--- src/rtl/axi_test_sequencer.sv ---
// Run sequencer for the AXI4-Lite test master: pulses init_axi_txn, waits for txn_done, tallies pass/fail.
// Optional WAIT-state watchdog is built only when TXN_TIMEOUT_EN is defined.
module axi_test_sequencer #(
    parameter int unsigned RUN_CNT_W      = 16,
    parameter int unsigned INIT_PULSE_W   = 2,
    parameter int unsigned GAP_CYCLES     = 16,
    parameter int unsigned TIMEOUT_CYCLES = 4096
) (
    input  logic                 m00_axi_aclk,
    input  logic                 m00_axi_aresetn,
    input  logic                 start,
    input  logic                 abort,
    input  logic [RUN_CNT_W-1:0] run_count,
    output logic                 init_axi_txn,
    input  logic                 txn_done,
    input  logic                 error,
    output logic                 busy,
    output logic                 done,
    output logic [RUN_CNT_W-1:0] pass_cnt,
    output logic [RUN_CNT_W-1:0] fail_cnt,
    output logic                 timeout
);

    localparam int unsigned PULSE_CW = (INIT_PULSE_W > 1) ? $clog2(INIT_PULSE_W) : 1;
    localparam int unsigned GAP_CW   = (GAP_CYCLES > 1) ? $clog2(GAP_CYCLES) : 1;

    localparam logic [PULSE_CW-1:0]  PULSE_LAST = PULSE_CW'(INIT_PULSE_W - 1);
    localparam logic [PULSE_CW-1:0]  PULSE_ONE  = PULSE_CW'(1'b1);
    localparam logic [PULSE_CW-1:0]  PULSE_ZERO = {PULSE_CW{1'b0}};
    localparam logic [GAP_CW-1:0]    GAP_LAST   = GAP_CW'(GAP_CYCLES - 1);
    localparam logic [GAP_CW-1:0]    GAP_ONE    = GAP_CW'(1'b1);
    localparam logic [GAP_CW-1:0]    GAP_ZERO   = {GAP_CW{1'b0}};
    localparam logic [RUN_CNT_W-1:0] CNT_ZERO   = {RUN_CNT_W{1'b0}};
    localparam logic [RUN_CNT_W-1:0] CNT_ONE    = RUN_CNT_W'(1'b1);
    localparam logic [RUN_CNT_W-1:0] CNT_MAX    = {RUN_CNT_W{1'b1}};

`ifdef TXN_TIMEOUT_EN
    localparam int unsigned WD_W = (TIMEOUT_CYCLES > 1) ? $clog2(TIMEOUT_CYCLES) : 1;
    localparam logic [WD_W-1:0] WD_LAST = WD_W'(TIMEOUT_CYCLES - 1);
    localparam logic [WD_W-1:0] WD_ONE  = WD_W'(1'b1);
    localparam logic [WD_W-1:0] WD_ZERO = {WD_W{1'b0}};
`endif

    if ((INIT_PULSE_W < 1) || (GAP_CYCLES < 1) || (TIMEOUT_CYCLES < 1)) begin : g_param_check
        $error("axi_test_sequencer: INIT_PULSE_W, GAP_CYCLES and TIMEOUT_CYCLES must be >= 1");
    end

    typedef enum logic [2:0] {
        ST_IDLE   = 3'd0,
        ST_PULSE  = 3'd1,
        ST_WAIT   = 3'd2,
        ST_GAP    = 3'd3,
        ST_FINISH = 3'd4
    } state_t;

    state_t               state_q, state_d;
    logic [RUN_CNT_W-1:0] runs_left_q, runs_left_d;
    logic [PULSE_CW-1:0]  pulse_cnt_q, pulse_cnt_d;
    logic [GAP_CW-1:0]    gap_cnt_q, gap_cnt_d;
    logic [RUN_CNT_W-1:0] pass_q, pass_d;
    logic [RUN_CNT_W-1:0] fail_q, fail_d;
    logic                 txn_done_prev_q;
    logic                 init_q, init_d;
    logic                 busy_q, busy_d;
    logic                 done_q, done_d;
    logic                 completion_s;
`ifdef TXN_TIMEOUT_EN
    logic [WD_W-1:0]      wd_q, wd_d;
    logic                 timeout_q, timeout_d;
`endif

    function automatic logic [RUN_CNT_W-1:0] sat_inc(input logic [RUN_CNT_W-1:0] v);
        if (v == CNT_MAX) begin
            return v;
        end else begin
            return v + CNT_ONE;
        end
    endfunction

    // Only a rising txn_done counts, so a level left high from a previous run is ignored.
    assign completion_s = txn_done & ~txn_done_prev_q;

    // Next-state, counter and registered-output computation.
    always_comb begin
        state_d     = state_q;
        runs_left_d = runs_left_q;
        pulse_cnt_d = pulse_cnt_q;
        gap_cnt_d   = gap_cnt_q;
        pass_d      = pass_q;
        fail_d      = fail_q;
`ifdef TXN_TIMEOUT_EN
        wd_d        = wd_q;
        timeout_d   = timeout_q;
`endif
        case (state_q)
            ST_IDLE: begin
                if (start) begin
                    runs_left_d = run_count;
                    pass_d      = CNT_ZERO;
                    fail_d      = CNT_ZERO;
                    pulse_cnt_d = PULSE_ZERO;
`ifdef TXN_TIMEOUT_EN
                    timeout_d   = 1'b0;
`endif
                    state_d     = (run_count == CNT_ZERO) ? ST_FINISH : ST_PULSE;
                end else begin
                    state_d = ST_IDLE;
                end
            end
            ST_PULSE: begin
                if (abort) begin
                    state_d = ST_FINISH;
                end else if (pulse_cnt_q == PULSE_LAST) begin
                    state_d = ST_WAIT;
`ifdef TXN_TIMEOUT_EN
                    wd_d    = WD_ZERO;
`endif
                end else begin
                    pulse_cnt_d = pulse_cnt_q + PULSE_ONE;
                end
            end
            ST_WAIT: begin
                if (completion_s) begin
                    if (error) begin
                        fail_d = sat_inc(fail_q);
                    end else begin
                        pass_d = sat_inc(pass_q);
                    end
                    runs_left_d = runs_left_q - CNT_ONE;
                    if (abort || (runs_left_q == CNT_ONE)) begin
                        state_d = ST_FINISH;
                    end else begin
                        state_d   = ST_GAP;
                        gap_cnt_d = GAP_ZERO;
                    end
                end
`ifdef TXN_TIMEOUT_EN
                else if (wd_q == WD_LAST) begin
                    timeout_d = 1'b1;
                    fail_d    = sat_inc(fail_q);
                    state_d   = ST_FINISH;
                end
`endif
                else if (abort) begin
                    state_d = ST_FINISH;
                end else begin
                    state_d = ST_WAIT;
`ifdef TXN_TIMEOUT_EN
                    wd_d    = wd_q + WD_ONE;
`endif
                end
            end
            ST_GAP: begin
                if (abort) begin
                    state_d = ST_FINISH;
                end else if (gap_cnt_q == GAP_LAST) begin
                    state_d     = ST_PULSE;
                    pulse_cnt_d = PULSE_ZERO;
                end else begin
                    gap_cnt_d = gap_cnt_q + GAP_ONE;
                end
            end
            ST_FINISH: begin
                state_d = ST_IDLE;
            end
            default: begin
                state_d = ST_IDLE;
            end
        endcase

        // Outputs are registered versions of the upcoming state, so abort drops init on the same edge.
        init_d = (state_d == ST_PULSE);
        busy_d = (state_d != ST_IDLE);
        done_d = (state_d == ST_FINISH);
    end

    // State, counters and output registers.
    always_ff @(posedge m00_axi_aclk or negedge m00_axi_aresetn) begin
        if (!m00_axi_aresetn) begin
            state_q         <= ST_IDLE;
            runs_left_q     <= CNT_ZERO;
            pulse_cnt_q     <= PULSE_ZERO;
            gap_cnt_q       <= GAP_ZERO;
            pass_q          <= CNT_ZERO;
            fail_q          <= CNT_ZERO;
            txn_done_prev_q <= 1'b0;
            init_q          <= 1'b0;
            busy_q          <= 1'b0;
            done_q          <= 1'b0;
        end else begin
            state_q         <= state_d;
            runs_left_q     <= runs_left_d;
            pulse_cnt_q     <= pulse_cnt_d;
            gap_cnt_q       <= gap_cnt_d;
            pass_q          <= pass_d;
            fail_q          <= fail_d;
            txn_done_prev_q <= txn_done;
            init_q          <= init_d;
            busy_q          <= busy_d;
            done_q          <= done_d;
        end
    end

`ifdef TXN_TIMEOUT_EN
    // Watchdog counter and sticky timeout flag.
    always_ff @(posedge m00_axi_aclk or negedge m00_axi_aresetn) begin
        if (!m00_axi_aresetn) begin
            wd_q      <= WD_ZERO;
            timeout_q <= 1'b0;
        end else begin
            wd_q      <= wd_d;
            timeout_q <= timeout_d;
        end
    end
    assign timeout = timeout_q;
`else
    assign timeout = 1'b0;
`endif

    assign init_axi_txn = init_q;
    assign busy         = busy_q;
    assign done         = done_q;
    assign pass_cnt     = pass_q;
    assign fail_cnt     = fail_q;

endmodule
--- config.mk ---
export PLATFORM = sky130hd
export DESIGN_NAME = axi_test_sequencer
export DESIGN_NICKNAME = d
export VERILOG_FILES = /design/src/rtl/axi_test_sequencer.sv
export SDC_FILE = /design/constraint.sdc
export NUM_CORES = 1
export LEC_CHECK = 0
export BUFFER_PORTS_ARGS = -buffer_cell sky130_fd_sc_hd__buf_2
export CAP_MARGIN = 30
export CORE_UTILIZATION = 51
export CTS_CLUSTER_DIAMETER = 100
export CTS_CLUSTER_SIZE = 20
export DETAILED_ROUTE_END_ITERATION = 10
export GPL_TIMING_DRIVEN = 0
export PLACE_DENSITY = 0.76
export SYNTH_ARGS = -nofsm -noshare
export SYNTH_HDL_FRONTEND = slang
export SYNTH_SLANG_ARGS = --single-unit
--- constraint.sdc ---
create_clock -name m00_axi_aclk -period 2.06 [get_ports m00_axi_aclk]
set_input_delay 0 -clock m00_axi_aclk [delete_from_list [all_inputs] [get_ports m00_axi_aclk]]
set_output_delay 0 -clock m00_axi_aclk [all_outputs]
set_load 0.01 [all_outputs]
==> results of run 1 <==
## registers in the layout (all words and copies together) (netlist names)
signal	count
busy	1
done	1
fail_cnt	16
gap_cnt_q	4
init_axi_txn	1
pass_cnt	16
pulse_cnt_q	1
runs_left_q	16
state_q	3
txn_done_prev_q	1
## where the power goes
group,switching [mW],internal [mW]
Sequential,0.294,1.42
Combinational,0.844,0.538
Clock,0.453,0.585
## kinds of logic (layout without fill, tap and decap cells)
group | Yosys count | count (layout) | share of synthesized area
and+or+nand+nor | 178 | 178 | 0.282
AOI/OAI and AO/OA | 94 | 94 | 0.174
DFF | 60 | 60 | 0.439
buffers and inverters | 27 | 118 | 0.0366
xor gates and xnor gates | 18 | 18 | 0.0461
adders and majority gates | 5 | 5 | 0.0183
other | 1 | 1 | 0.00110
muxes | 1 | 1 | 0.00293
## synthesized netlist by cell type, types with 5 or more instances
library cell and count:
o22ai_1 8, a21oi_1 29, o21ai_0 20, o211ai_1 6, o31ai_1 6, or4_1 8, and3_1 5, nand4_1 14
nor2_1 37, clkbuf_1 11, nor3_1 11, nand2_1 32, dfrtp_1 60, inv_1 9, xnor2_1 18, nor4_1 16
ha_1 5, nand3_1 22
## metal layers
| layer | routed length (µm) | part of all wire | up-vias |
|---|---|---|---|
| met4 | 69 | 0.0080 | 0 |
| met2 | 4260 | 0.49 | 117 |
| li1 | - | - | 1611 |
| met1 | 3850 | 0.44 | 1606 |
| met5 | 0 | 0 | - |
| met3 | 479 | 0.055 | 9 |
## worst max-delay path by stage
stage | startpoint | to | slack [ns] | cells after the start
2_1_floorplan | runs_left_q[0] | runs_left_q[14] | 0.09 | 7
3_3_place_gp | runs_left_q[0] | runs_left_q[14] | -0.22 | 7
3_5_place_dp | runs_left_q[0] | runs_left_q[14] | -0.25 | 7
4_1_cts | runs_left_q[1] | busy | 0.003 | 7
5_1_grt | state_q[0] | gap_cnt_q[3] | -0.01 | 5
6_report | fail_cnt[12] | fail_cnt[13] | 0.08 | 7
## cells in the final DEF, fill, tap and decap left out, types with 3 or more instances in the layout
| cell type | count |
|---|---|
| buf_2 | 59 |
| dfrtp_1 | 58 |
| nor2_1 | 36 |
| nand2_1 | 32 |
| a21oi_1 | 28 |
| nand3_1 | 21 |
| o21ai_0 | 20 |
| xnor2_1 | 18 |
| nor4_1 | 14 |
| nand4_1 | 14 |
| dlygate4sd3_1 | 11 |
| clkbuf_1 | 10 |
| clkbuf_8 | 10 |
| nor3_1 | 9 |
| buf_4 | 9 |
| or4_1 | 8 |
| o22ai_1 | 8 |
| inv_1 | 7 |
| o211ai_1 | 6 |
| o31ai_1 | 6 |
| and3_1 | 5 |
| nand3b_1 | 4 |
| nand2b_1 | 4 |
| clkbuf_2 | 4 |
| or3_1 | 4 |
| nor3b_1 | 3 |
| and4_1 | 3 |
| a2bb2oi_1 | 3 |
| a21o_1 | 3 |
| ha_1 | 3 |
## what timing repair did
action / in CTS / in global routing
hold buffers: 11 / 0
pin swaps: 1 / 3
gates cloned: 0 / 0
setup endpoints to repair: 34 / 39
gates resized for setup: 9 / 23
hold endpoints to repair: 32 / 0
setup buffers: 1 / 7
## critical path, stage by stage, from the launching register on
cell and delay (ns):
dfrtp_1 0.43, and3_1 0.19, and4_4 0.20, buf_6 0.13, a21o_1 0.17, buf_6 0.14
or4_1 0.50, a21oi_1 0.15
## cell type report
cell class,instances,area (µm²)
fill,547,2130
multi-input combinational,297,1910
sequential,60,1500
timing repair buffer,76,470
clock buffer,13,149
buffer,18,98.8
tap,77,96.3
clock inverter,2,35.0
inverter,9,33.8
## stage by stage
stage	instances	worst slack, ns
global placement	517	-0.224
finish	552	0.0764
global route	552	-0.0110
detailed placement	518	-0.245
CTS	545	0.00285
floorplan	384	0.0894
==> reports/results.ini, run 1 <==
[outcome]
status=complete, but fails checks
violations=design-rule violations

[timing]
rsz0062_at_grt=yes
hold_viol=0
maxSlewHeadroom=0.626
hold_ws_ns=0.0142
tns_ns=0
worst_pin_slew_ns=0.561
clock_skew_ns=0.0107
drv_slew=0
fin_crit_ns=1.98
finalCritPeriodShare=0.963
fmax_mhz=504
setup_viol=0

[detailed_routing]
drc=14
vias=3343
drt_iter0_markers=222
viasPerCell=6.06
dr.pass1.iters=8
wl_um=8660
wl_per_cell_um=15.7
detail-route-antenna-nets=0

[logic_synthesis]
yosysWarnings=0
yosys.area.top_type=dfrtp_1
syn_avg_cell_area_um2=8.90
synth_cells=384
synth_edf_count=0
synth_area_leaders=dfrtp_1 44%, xnor2_1 4.6%, a21oi_1 4.2%
async_reset_ff_frac=1.00
synth-main-ff-cell=dfrtp_1
syn_nets=411
syn_area_um2=3420
synth-seq-area-share=0.439
synth_cell_types=54
synth_seq_cells=60
synth_top_area_frac=0.439

[cts]
cts_buffers=9
clock-root-buffer=clkbuf_8
cts_tree=built
clk_pin_slew_worst_paths_ns=0.06
clock_latency_ns=0.34
cts.sinks=60
h-tree-depth=3
cts_buffer_depth=2

[worst_setup_path]
r2r-start=fail_cnt[12]
crit_type=reg2reg
r2r-end=fail_cnt[13]
required_ns=2.32
reg2reg_depth=7
r2r_setup_slack_ns=0.08
arrival_ns=2.24
end_kind=register
startpoint_type=register
critPathMaxFanout=10

[global_route]
grt.busiest_layer=met2
grt_antenna_before_repair=0
grt_max_degree=40
grt.total_usage=0.259
grt_pass1_vias=3166
use_met3=0.0593
globalRoute.totalOverflow=0
grt_pass1_wl_um=14700
grt_util_met1=0.341
grtUsageMet2=0.420

[hold_path]
holdPathStages=3
worstHoldStart=run_count[10]
hp-class=in2reg
min_to=runs_left_q[10]

[floorplanning]
placementRows=29
initial_core_util=0.532
die-area_um2=7030
io_pins=58
core_um2=6420
die_h_um=83.9
die_w_um=83.9

[job]
max_cap_viol_count=0

[layout]
area_delta_synth_final_pct=25.6
stdcell_area_um2=4290
finish.utilization=0.669
n_antenna_cell=0
drive_gt1_frac=0.240
final_nets=498

[placement]
portBuffers=56
post-dp-hpwl_um=6000
dpl_cell_area_um2=3810
gp_congestion=0.916

[power_and_ir_drop]
power_mw=4.13
peakVddDrop_mv=0.765
p_leak_nw=1.81
powerDensity_nw_per_um2=962

(Power assumes the default switching activity.)
==> inputs of run 2 (changes only) <==
CTS_CLUSTER_DIAMETER = default   (was 100)
MAX_ROUTING_LAYER = met4   (was default)
==> run 2 against run 1 <==
  * Global-route usage is 0.71 points higher
  * Register-to-register slack hardly changed
  * Utilization is 0.31 points lower
  * Die area stayed put
  * The run still ends with design-rule violations left
  * Fmax is 0.21% lower
  * Critical path depth stayed put
  * Critical path type unchanged
  * Highest routed layer unchanged
  * Combinational power hardly changed
  * Largest power group unchanged
  * Clock power hardly changed
==> reports/results.ini, run 2 (synthesis gave the netlist of run 1 again) <==
[outcome]
status=complete, but fails checks
violations=design-rule violations

[job]
max_cap_viol_count=0  ; unchanged

[floorplanning]
initial_core_util=0.532  ; unchanged
die_w_um=83.9  ; unchanged
io_pins=58  ; unchanged
placementRows=29  ; unchanged
die_h_um=83.9  ; unchanged
core_um2=6420  ; unchanged
die-area_um2=7030  ; unchanged

[timing]
tns_ns=0  ; unchanged
maxSlewHeadroom=0.630  ; +0.00336
finalCritPeriodShare=0.965  ; +0.00205
fin_crit_ns=1.99  ; +0.00423 ns
hold_viol=0  ; unchanged
worst_pin_slew_ns=0.556  ; -0.00504 ns
fmax_mhz=503  ; -0.21%
drv_slew=0  ; unchanged
setup_slack_ns=0.0721  ; -0.00423 ns
clock_skew_ns=0.0104  ; -0.000358 ns
rsz0062_at_grt=yes
setup_viol=0  ; unchanged

[detailed_routing]
dr.pass1.iters=10  ; +2
viasPerCell=6.15  ; +1.6%
drt_iter0_markers=247  ; +11%
wl_per_cell_um=15.6  ; -0.20%
vias=3397  ; +1.6%
detail-route-antenna-nets=0  ; unchanged
wl_um=8640  ; -0.20%
drc=14  ; unchanged

[worst_setup_path]
cpPeakStageDelay_ns=0.43  ; -0.07 ns
r2r_setup_slack_ns=0.07  ; about the same
path_delay_family=simple AND/OR/NAND/NOR gates
end_kind=register
r2r-start=runs_left_q[0]
critPathMaxFanout=5  ; -5
startpoint_type=register
path_cells=inv_2 -> ha_2 -> nor3b_4 -> nand3_2 -> or3b_1 -> a21oi_2 -> a2bb2oi_1
crit_start=runs_left_q[0]
crit_type=reg2reg
cpMaxStageDelayCell=or3b_1
arrival_ns=2.25  ; about the same
required_ns=2.32  ; about the same
critPathBufInv=1  ; -1

[global_route]
grt.total_usage=0.267  ; +0.00709
grt_pass1_vias=3169  ; +0.095%
grt_antenna_before_repair=0  ; unchanged
grt_max_degree=40  ; unchanged
globalRoute.totalOverflow=0  ; unchanged
grt_pass1_wl_um=14600  ; -0.19%

[cts]
clk_pin_slew_worst_paths_ns=0.07  ; about the same
cts.sinks=60  ; unchanged
h-tree-depth=3  ; unchanged
cts_buffers=9  ; unchanged
clock-root-buffer=clkbuf_8
cts_buffer_depth=2  ; unchanged
clock_latency_ns=0.34  ; about the same
cts_tree=built

[power_and_ir_drop]
peakVddDrop_mv=0.764  ; about the same
p_sw_frac=0.385  ; -0.000560
powerDensity_nw_per_um2=965  ; +0.32%
switchingPower_mw=1.59  ; -0.30%
p_leak_nw=1.81  ; about the same
p_clk_frac=0.253  ; +0.002
power_mw=4.12  ; -0.15%
p_int_mw=2.54  ; about the same
seqPwrFrac=0.415  ; about the same
comb_power_share=0.332  ; -0.003

[layout]
stdcell_area_um2=4270  ; -0.47%
fill_cells=549  ; +0.37%
n_antenna_cell=0  ; unchanged
mostFrequentLayoutCells=59 x buf_2, 58 x dfrtp_1, 36 x nor2_1
multi_input_area_um2=1890  ; -1.0%
final_nets=498  ; unchanged
area_delta_synth_final_pct=25.0
seq_area_um2=1500  ; unchanged
drive_gt1_frac=0.242  ; +0.00211
finish.utilization=0.665  ; -0.00312
mostFrequentLayoutCell=buf_2

[placement]
pre_cts_slack_ns=-0.245  ; unchanged
dpl_cell_area_um2=3810  ; unchanged
portBuffers=56  ; unchanged
post-dp-hpwl_um=6000  ; unchanged
gp_congestion=0.932  ; +1.7%

[hold_path]
worstHoldStart=run_count[10]
hp-class=in2reg

[run 2: cell counts in the layout (fill, tap and decap cells not counted)]
Identical to the previous run, type by type.
[run 2: stage by stage]
stage          instances  hold WS [ns]
2_1_floorplan        384        -0.296
3_3_place_gp         517         0.158
3_5_place_dp         518       0.00852
4_1_cts              545       0.00115
5_1_grt              552        0.0357
6_report             552       0.00546
[run 2: path summary, 6_finish.rpt]
path	end	cells past startpoint
max	runs_left_q[14]	7
max reg2reg	runs_left_q[14]	7
min in group asynchronous	pass_cnt[11]	2
max in group asynchronous	fail_cnt[1]	3
min	runs_left_q[10]	3
min reg2reg	gap_cnt_q[0]	1
[run 2: power by group through the flow]
| stage | Sequential (mW) | Combinational, mW | Clock [mW] |
|---|---|---|---|
| CTS | 1.67 | 1.29 | 1.05 |
| finish | 1.71 | 1.37 | 1.04 |
| detailed placement | 1.67 | 1.24 | 0 |
| global placement | 1.66 | 1.20 | 0 |
| floorplan | 1.63 | 0.884 | 0 |
| global route | 1.74 | 1.52 | 1.10 |
[run 2: what timing repair did]
action	CTS	global route
pin swaps	1	3
setup endpoints to repair	34	39
hold buffers	11	0
gates resized for setup	9	22
setup buffers	1	7
endpoints found under the hold margin	32	0
[run 2: cell type report]
cell class / count / area share
well taps: 77 / 0.0225
plain buffers: 18 / 0.0231
inverters: 9 / 0.00790
multi-input cells: 297 / 0.441
clock inverters: 2 / 0.00820
clock buffers: 13 / 0.0348
repair buffers: 76 / 0.110
flip-flops and latches: 60 / 0.352
[run 2: worst reg2reg max path: stages (launching register included)]
cell,delay [ns]
dfrtp_1,0.42
inv_2,0.11
ha_2,0.20
nor3b_4,0.31
nand3_2,0.14
or3b_1,0.43
a21oi_2,0.15
a2bb2oi_1,0.16
[run 2: routing by layer]
layer	part of all wire	track usage	routed length [µm]	vias up
met1	0.44	0.337	3790	1629
met5	0	-	0	-
met3	0.068	0.0603	586	11
met4	0.0096	0.0925	83	0
li1	-	-	-	1612
met2	0.48	0.423	4180	145
==> inputs of run 3 (changes only) <==
CORE_MARGIN = 8   (was default)
==> run 3 against run 2 <==
  * Via count shrank 0.21%
  * Wire length grew 7.8%
  * Largest power group unchanged
  * Global-route usage shrank 6.7 points
  * Highest routed layer unchanged
  * The flow now finishes without violations
  * Combinational power grew 4%
==> reports/results.ini, run 3 (synthesis gave the netlist of run 1 again) <==
[worst_setup_path]
startpoint_type=register
crit_type=reg2reg
crit_path_frequent_cell=clkbuf_1
path_cells=clkbuf_1 -> nand2b_1 -> clkbuf_1 -> a21oi_1 -> nor2_1 -> a2bb2oi_1
cpPeakStageDelay_ns=0.44  ; about the same
critPathMaxFanout=10  ; +5
end_kind=register
cpMaxStageDelayCell=clkbuf_1
critPathBufInv=2  ; +1
path_delay_family=buffers and inverters
arrival_ns=2.26  ; about the same
required_ns=2.32  ; about the same

[floorplanning]
die-area_um2=9580  ; +36%
core_um2=6640  ; +3.4%
initial_core_util=0.515  ; -0.0177
io_pins=58  ; unchanged
placementRows=30  ; +3.4%
die_w_um=97.9  ; +17%
die_h_um=97.9  ; +17%

[global_route]
grt_pass1_vias=3259  ; +2.8%
grt_pass1_wl_um=15400  ; +5.2%
globalRoute.totalOverflow=0  ; unchanged
grt_antenna_before_repair=0  ; unchanged
grt_max_degree=40  ; unchanged
grt.total_usage=0.199  ; -0.0675

[layout]
stdcell_area_um2=4390  ; +2.7%
final_nets=502  ; +0.80%
drive_gt1_frac=0.263  ; +0.0204
mostFrequentLayoutCells=59 x buf_2, 59 x dfrtp_1, 36 x nor2_1
n_antenna_cell=0  ; unchanged
area_delta_synth_final_pct=28.4

[detailed_routing]
dr.pass1.iters=5  ; -5
viasPerCell=6.05  ; -1.6%
vias=3390  ; -0.21%
detail-route-antenna-nets=0  ; unchanged
wl_um=9320  ; +7.8%
wl_per_cell_um=16.6  ; +6.3%
drc=0  ; -14
drt_iter0_markers=161  ; -35%

[timing]
worst_pin_slew_ns=0.551  ; -0.00429 ns
maxSlewHeadroom=0.632  ; +0.00286
fin_crit_ns=2.01  ; +0.0186 ns
setup_viol=0  ; unchanged
drv_slew=0  ; unchanged
rsz0062_at_grt=yes
clock_skew_ns=0.00638  ; -0.00399 ns
finalCritPeriodShare=0.974  ; +0.00903
hold_viol=0  ; unchanged
setup_slack_ns=0.0535  ; -0.0186 ns
fmax_mhz=498  ; -0.93%

[power_and_ir_drop]
powerDensity_nw_per_um2=963  ; -0.21%
peakVddDrop_mv=0.671  ; -12%
p_leak_nw=1.85  ; +2.6%

[outcome]
status=finished clean

[hold_path]
hp-class=in2reg

[job]
max_cap_viol_count=0  ; unchanged

[placement]
post-dp-hpwl_um=6400  ; +6.7%
dpl_cell_area_um2=3820  ; about the same
pre_cts_slack_ns=-0.237  ; +0.00782 ns
gp_congestion=0.942  ; +1.0%
portBuffers=56  ; unchanged

[cts]
cts_buffers=9  ; unchanged
clock-root-buffer=clkbuf_8
h-tree-depth=3  ; unchanged
clock_latency_ns=0.34  ; about the same
cts_tree=built
clk_pin_slew_worst_paths_ns=0.07  ; about the same
cts_buffer_depth=2  ; unchanged
cts.sinks=60  ; unchanged

==> run 3: final timing paths <==
path	slack [ns]	startpoint	end	cells after the start
worst max-delay path	0.05	state_q[2]	runs_left_q[15]	6
worst min-delay path	0.007	run_count[6]	runs_left_q[6]	3
worst max register to register	0.05	state_q[2]	runs_left_q[15]	6
worst min register to register	0.50	gap_cnt_q[0]	gap_cnt_q[0]	1
max in group asynchronous	1.28	m00_axi_aresetn	fail_cnt[0]	3
min in group asynchronous	0.17	m00_axi_aresetn	pass_cnt[11]	2
==> run 3: where the power goes <==
group,total [mW],internal (mW),switching (mW)
logic,1.42,0.561,0.862
clock network,1.09,0.621,0.471
registers,1.71,1.41,0.296
==> run 3: what timing repair did <==
action | 4_1_cts | 5_1_grt
pin swaps | 2 | 6
cloned | 0 | 0
hold buffers | 11 | 0
setup buffers | 2 | 10
resized for setup | 8 | 30
endpoints found under the setup margin | 34 | 37
hold endpoints to repair | 32 | 0
==> run 3: final cells by class <==
type                       instances  area, µm²
clock inverter                     4       47.5
clock buffer                      12        155
fill                             536       2250
multi-input combinational        297       1950
sequential                        60       1500
timing repair buffer              80        504
inverter                           9       33.8
buffer                            18       98.8
tap                               80        100
==> run 3: worst reg2reg max path, cell delays in order, from the launching register on <==
cell and delay, ns:
dfrtp_1 0.36, clkbuf_1 0.44, nand2b_1 0.27, clkbuf_1 0.40, a21oi_1 0.12, nor2_1 0.15, a2bb2oi_1 0.19
==> run 3: per-layer routing <==
metal	vias up	track usage	routed length, µm
met4	0	0.0731	137
met3	14	0.0491	548
met1	1650	0.232	3980
met2	109	0.326	4650
met5	-	-	0
li1	1617	-	-
==> run 3: stage by stage <==
stage	TNS, ns	hold slack [ns]	utilization	power, mW	cells
3_3_place_gp	-2.76	0.158	0.572	2.86	520
2_1_floorplan	0	-0.296	-	2.51	384
4_1_cts	0	0.00766	0.629	4.07	550
5_1_grt	-0.211	0.0352	0.661	4.47	560
6_report	0	0.00718	0.661	4.23	560
3_5_place_dp	-3.59	0.0160	0.575	2.91	521
